[config.mk]
export PLATFORM = sky130hd
export DESIGN_NAME = iter_block_multiplier
export DESIGN_NICKNAME = d
export VERILOG_FILES = /design/src/rtl/iter_mul_pkg.sv /design/src/rtl/iter_block_mul.sv /design/src/rtl/iter_block_multiplier.sv
export SDC_FILE = /design/constraint.sdc
export NUM_CORES = 2
export LEC_CHECK = 0
export BUFFER_PORTS_ARGS = -buffer_cell sky130_fd_sc_hd__clkbuf_2
export CAP_MARGIN = 10
export CORE_MARGIN = 2
export CORE_UTILIZATION = 50
export CTS_CLUSTER_DIAMETER = 100
export DETAILED_ROUTE_END_ITERATION = 8
export PLACE_DENSITY = 0.71
export SYNTH_ARGS = -nofsm -noshare
export SYNTH_HDL_FRONTEND = slang
export SYNTH_HIERARCHICAL = 1
export SYNTH_SLANG_ARGS = --single-unit
[constraint.sdc]
create_clock -name clk -period 8.12 [get_ports clk]
set_input_delay 0.406 -clock clk [delete_from_list [all_inputs] [get_ports clk]]
set_output_delay 0.406 -clock clk [all_outputs]
set_load 0.005 [all_outputs]
[src/rtl/iter_mul_pkg.sv]
// Shared types and sizing for the iterative block multiplier.
// Optional build macro: ITER_MUL_ZERO_SKIP_EN (skip block pairs with a zero block).
package iter_mul_pkg;

    localparam int DATA_LENGTH  = 64;
    localparam int BLOCK_LENGTH = 16;
    localparam int LENGTH       = 16;

    localparam int NUM_BLOCKS = DATA_LENGTH / BLOCK_LENGTH;
    localparam int NUM_MULS   = NUM_BLOCKS * NUM_BLOCKS;

    typedef enum logic [2:0] {
        ST_IDLE,
        ST_INIT,
        ST_COMPUTE_MUL,
        ST_COMPUTE_ACC,
        ST_COMPUTE_CHK,
        ST_FINISH
    } state_t;

    typedef logic [LENGTH-1:0]         counter_t;
    typedef logic [BLOCK_LENGTH-1:0]   block_t;
    typedef logic [2*BLOCK_LENGTH-1:0] product_t;
    typedef logic [DATA_LENGTH-1:0]    operand_t;
    typedef logic [2*DATA_LENGTH-1:0]  acc_t;

    localparam counter_t LAST_IDX = counter_t'(NUM_BLOCKS - 1);

    // Block idx of an operand, block 0 being the least significant.
    function automatic block_t get_block(input operand_t op, input counter_t idx);
        return block_t'(op >> (32'(idx) * 32'(BLOCK_LENGTH)));
    endfunction

    // Block-pair product moved to its weight inside the full-width product.
    function automatic acc_t place_product(input product_t p, input counter_t i,
                                           input counter_t j);
        return acc_t'(p) << ((32'(i) + 32'(j)) * 32'(BLOCK_LENGTH));
    endfunction

endpackage

[src/rtl/iter_block_mul.sv]
// Registered BLOCK_LENGTH x BLOCK_LENGTH unsigned multiplier with load enable.
// Kept as a plain registered multiply so synthesis can map it onto a DSP slice.
module iter_block_mul
    import iter_mul_pkg::*;
(
    input  logic     clk,
    input  logic     i_en,
    input  block_t   i_a,
    input  block_t   i_b,
    output product_t o_prod
);

    product_t r_prod;

    // Capture the block product whenever the controller requests a multiply.
    // NOTE: r_prod has no reset: it is always written before it is read, and a
    // reset-free register packs into the DSP's output register.
    always_ff @(posedge clk) begin
        if (i_en) begin
            r_prod <= product_t'(i_a) * product_t'(i_b);
        end
    end

    assign o_prod = r_prod;

endmodule

[src/rtl/iter_block_multiplier.sv]
// Iterative schoolbook multiplier: DATA_LENGTH x DATA_LENGTH -> 2*DATA_LENGTH,
// one block-pair product per mul/acc/chk round, A block outer, B block inner.
// Optional build macro: ITER_MUL_ZERO_SKIP_EN (pairs with a zero block bypass
// the accumulate step).
module iter_block_multiplier
    import iter_mul_pkg::*;
(
    input  logic     clk,
    input  logic     reset,
    input  logic     start_i,
    input  operand_t a_i,
    input  operand_t b_i,
    output logic     busy_o,
    output logic     done_o,
    output acc_t     result_o
);

    state_t   r_state;
    state_t   w_next_state;
    operand_t r_a;
    operand_t r_b;
    counter_t r_i;
    counter_t r_j;
    acc_t     r_acc;
    acc_t     r_result;

    logic     w_mul_en;
    logic     w_last_pair;
    block_t   w_a_blk;
    block_t   w_b_blk;
    product_t w_prod;

    assign w_a_blk     = get_block(r_a, r_i);
    assign w_b_blk     = get_block(r_b, r_j);
    assign w_last_pair = (r_i == LAST_IDX) && (r_j == LAST_IDX);

    iter_block_mul u_block_mul (
        .clk    (clk),
        .i_en   (w_mul_en),
        .i_a    (w_a_blk),
        .i_b    (w_b_blk),
        .o_prod (w_prod)
    );

    // State register.
    // NOTE: sequential state uses non-blocking assignments so every register
    // samples values from before the edge, independent of statement order.
    always_ff @(posedge clk) begin
        if (reset) begin
            r_state <= ST_IDLE;
        end else begin
            r_state <= w_next_state;
        end
    end

    // Next-state decode and multiplier enable.
    // NOTE: every output of this block gets a default first, so no path leaves
    // a signal unassigned and no latch is inferred.
    always_comb begin
        w_next_state = r_state;
        w_mul_en     = 1'b0;
        case (r_state)
            ST_IDLE: begin
                if (start_i) begin
                    w_next_state = ST_INIT;
                end
            end
            ST_INIT: begin
                w_next_state = ST_COMPUTE_MUL;
            end
            ST_COMPUTE_MUL: begin
                w_mul_en = 1'b1;
`ifdef ITER_MUL_ZERO_SKIP_EN
                // A zero block makes the pair product zero; skip accumulating it.
                if ((w_a_blk == '0) || (w_b_blk == '0)) begin
                    w_next_state = ST_COMPUTE_CHK;
                end else begin
                    w_next_state = ST_COMPUTE_ACC;
                end
`else
                w_next_state = ST_COMPUTE_ACC;
`endif
            end
            ST_COMPUTE_ACC: begin
                w_next_state = ST_COMPUTE_CHK;
            end
            ST_COMPUTE_CHK: begin
                w_next_state = w_last_pair ? ST_FINISH : ST_COMPUTE_MUL;
            end
            ST_FINISH: begin
                w_next_state = ST_IDLE;
            end
            default: begin
                w_next_state = ST_IDLE;
            end
        endcase
    end

    // Operand capture, loop counters, accumulator and result register.
    always_ff @(posedge clk) begin
        if (reset) begin
            r_a      <= '0;
            r_b      <= '0;
            r_i      <= '0;
            r_j      <= '0;
            r_acc    <= '0;
            r_result <= '0;
        end else begin
            case (r_state)
                ST_IDLE: begin
                    if (start_i) begin
                        r_a <= a_i;
                        r_b <= b_i;
                    end
                end
                ST_INIT: begin
                    r_acc <= '0;
                    r_i   <= '0;
                    r_j   <= '0;
                end
                ST_COMPUTE_ACC: begin
                    r_acc <= r_acc + place_product(w_prod, r_i, r_j);
                end
                ST_COMPUTE_CHK: begin
                    if (!w_last_pair) begin
                        if (r_j == LAST_IDX) begin
                            r_j <= '0;
                            r_i <= r_i + counter_t'(1);
                        end else begin
                            r_j <= r_j + counter_t'(1);
                        end
                    end
                end
                ST_FINISH: begin
                    r_result <= r_acc;
                end
                default: begin
                end
            endcase
        end
    end

    assign busy_o   = (r_state != ST_IDLE);
    assign done_o   = (r_state == ST_FINISH);
    assign result_o = r_result;

endmodule

==> impl_results.md <==
* Antenna violations before repair at 1
* Final ANT Viol Nets at 0
* Overall power at 0.00559 W
* Synthesized area at 34800 um^2
* Largest family of logic cells by synthesized area: simple AND/OR/NAND/NOR gates
* Leakage power at ~17 nW
* Worst-path maximum fanout at 20
* Hold path startpoint: a_i[17]
* H-tree levels at 2
* RSZ-0062 raised after global routing: no
* Reg2reg start: r_j[2]$_SDFFE_PP0P_
* Hold Crit Depth at 3
* Asr flop ratio synth at 0
* Pins over their slew limit at 0
* Status: complete, no violations
* Fmax at 131 MHz
* CP max stage delay at around 660 ps
* Core Region at 68700 um^2
* Most common library cell in the layout ignoring fill and taps: nand2_1
* IO Port Bufs at 260
* Footprint of the multi-input gates at 23400 um^2
* Syn-to-layout area delta at 13.5%
* PwrDens at 142 nW/um^2
* CTS Sinks at 451
* Xor/xnor cell area share of the yosys netlist at 0.0428
* Max stage delay cell, worst path: or4_1
* Initial core utilization at 0.507
* Seq/Total Area, Yosys at 0.269
* Adder-cell share of the synthesized area at 0.202
* Post-DP HPWL at 81.9 mm
* GRT Overall Usage at 0.297
* Syn. warnings at 6
* Worst r2r dst: r_acc[123]$_SDFFE_PP0P_
* Simple-gate share of the synthesized area at 0.213
* Worst skew pair latency at 640 ps
* WHS at around 28 ps
* Area of placed instances at 37000 um^2
* Hold Crit Endpoint: r_a[17]$_SDFFE_PP0P_
* DRC at 0
* #FFs+latches synth at 451
* Min-delay worst type: primary input to flip-flop
* Ratio of cells with drive above 1 in the final layout at 0.111
* Chip height at 268 um
* DR iter-0 viols at between 2k and 2.5k
* Most frequent cells in the layout: nand2_1 (852), a21oi_1 (511), dfxtp_1 (419)
* Largest net degree at the start of global routing at about 140
* Peak VDD IR at between 0.15 and 0.2 mV
* Syn Area/Cell at 7.88 um^2
* Sequential cell area at between 9000 and 10000 um^2
* Net count, final at between 5k and 6k
* CTS root buf: clkbuf_16
* Vias in the first global route at 31.0k
* Final period utilization at 0.943
* GPL Wtd Cong at 1.06
* Antenna cell count at 0
* Compound-Gate Fraction of Synth Area at 0.185
* Inserted Clock Buffers at 50
* Post-synthesis mux area share at 0.0262
* Final Hold Vio Count at 0
* Syn Inst Count at 4415
* Remaining Overflow, GRT at 0
* Predominant post-synthesis flop cell: dfxtp_1
* Routed via count at 32.1k
* CTS tree: yes
* Worst Path Required at 8600 ps
* Slew HR at 0.157
* # rows at between 90 and 100
* Syn nets at 4991
* Setup violations, final at 0
* Tightest Pin Transition at 1260 ps
* Cells on worst reg2reg path at 27
* Wirelength, routed at 108 mm
* Setup_tns at 0 ps
* Register-to-Register Setup Slack at 460 ps
* Number of flops mapped to enable cells by yosys at 32
* Clock skew at ~49 ps
* First-pass GRT wire length at approximately 170 mm
* Max clock buf depth at 3
* Max cap viols at 0
* Filler cell count at approximately 6.4k
* Crit path arrival time at 8140 ps
* Via/cell ratio at approximately 5.7
* Yosys cell types at 82
* Crit end category: flip-flop
* Drt first pass iters at 6
* Die area at roughly 72000 um^2
* Detailed-route wire length per cell at 19.3 um
* I/O pin count at about 260
* Crit start category: flip-flop
* Die Wd at 268 um
* WS Path Type: flip-flop to flip-flop
* Clk slew on worst S/H paths at 60 ps
* Min Tclk post-route at 7660 ps
* Final Cell Area at 39500 um^2
cells in the mapped netlist (11+ instances only):
cell        n  area, um^2
nand2_1   854        3210
a21oi_1   511        2560
dfxtp_1   419        8390
nor2_1    328        1230
inv_1     299        1120
ha_1      249        3120
clkbuf_1  241         905
fa_1      196        3920
o21ai_0   169         846
and2_1    144         901
a22oi_1    99         743
xnor2_1    98         858
nand4_1    85         532
a21o_1     81         608
xor2_1     72         631
nand3_1    57         285
nor2b_1    49         307
o21bai_1   40         300
nor3_1     36         180
edfxtp_1   32         961
mux4_2     32         721
nand2b_1   27         169
and3_1     25         156
or3_1      21         131
mux2i_1    19         190
or2_2      18         113
a31oi_1    17         106
o21a_1     14         105
o21ai_1    13        65.1
buf_2      12        60.1
a21boi_0   11        82.6
per-stage QoR:
step	setup WS [ps]	util	instances
global placement	798	0.538	5425
detailed placement	667	0.538	5425
CTS	567	0.575	5601
finish	460	0.575	5601
floorplan	515	-	4415
global route	65.7	0.575	5601
sequential cells by signal (all words and copies together) (netlist names):
| register | cells |
|---|---|
| r_acc | 128 |
| result_o | 128 |
| r_a | 64 |
| r_b | 64 |
| u_block_mul/o_prod | 32 |
| r_i | 16 |
| r_j | 16 |
| r_state | 3 |
power breakdown:
| part | switching [W] | internal [W] | total [W] |
|---|---|---|---|
| combinational | 0.000547 | 0.000313 | 0.000860 |
| sequential | 0.0000631 | 0.00232 | 0.00239 |
| clock | 0.00101 | 0.00134 | 0.00235 |
how the worst max path moves through the flow:
stage	start	end	slack (ps)
global placement	r_i[11]$_SDFFE_PP0P_	u_block_mul/o_prod[30]$_DFFE_PP_	800
detailed placement	r_j[2]$_SDFFE_PP0P_	r_acc[123]$_SDFFE_PP0P_	670
finish	r_j[2]$_SDFFE_PP0P_	r_acc[123]$_SDFFE_PP0P_	460
CTS	r_j[2]$_SDFFE_PP0P_	r_acc[123]$_SDFFE_PP0P_	570
global route	r_j[2]$_SDFFE_PP0P_	r_acc[123]$_SDFFE_PP0P_	70
floorplan	r_i[0]$_SDFFE_PP0P_	u_block_mul/o_prod[29]$_DFFE_PP_	520
metal layers:
layer,track usage,vias up,share of wire
met3,0.0424,277,0.065
met4,0.146,0,0.055
met5,0,-,0
li1,-,15400,-
met1,0.373,15200,0.41
met2,0.500,1169,0.47
worst max-delay path, delay by kind of cell (launching register included):
kind,cells,cell delay [ps]
adders and majority gates,2,690
buffers and inverters,2,430
AOI/OAI and AO/OA,11,2630
and+or+nand+nor,12,3310
DFF,1,450
kinds of logic (layout without fill, tap and decap cells):
group	Yosys count	count (layout)
and+or+nand+nor	1672	1672
AOI/OAI and AO/OA	1061	1061
buffers and inverters	565	820
DFF	451	451
adders and majority gates	445	445
xor gates and xnor gates	170	170
muxes	51	51
timing repair:
item,CTS,global route
endpoints found under the setup margin,0,0
hold buffers,86,0
resized for setup,0,0
buffers inserted,0,0
hold endpoints to repair,86,0
area by class of cell:
cell class                 count  area share
sequential                   451       0.237
clock buffer                  65      0.0346
tap                          931      0.0295
timing repair buffer         431      0.0714
multi-input combinational   3399       0.591
clock inverter                25     0.00848
inverter                     299      0.0285
No activity file was read; power rests on OpenSTA's default activity.
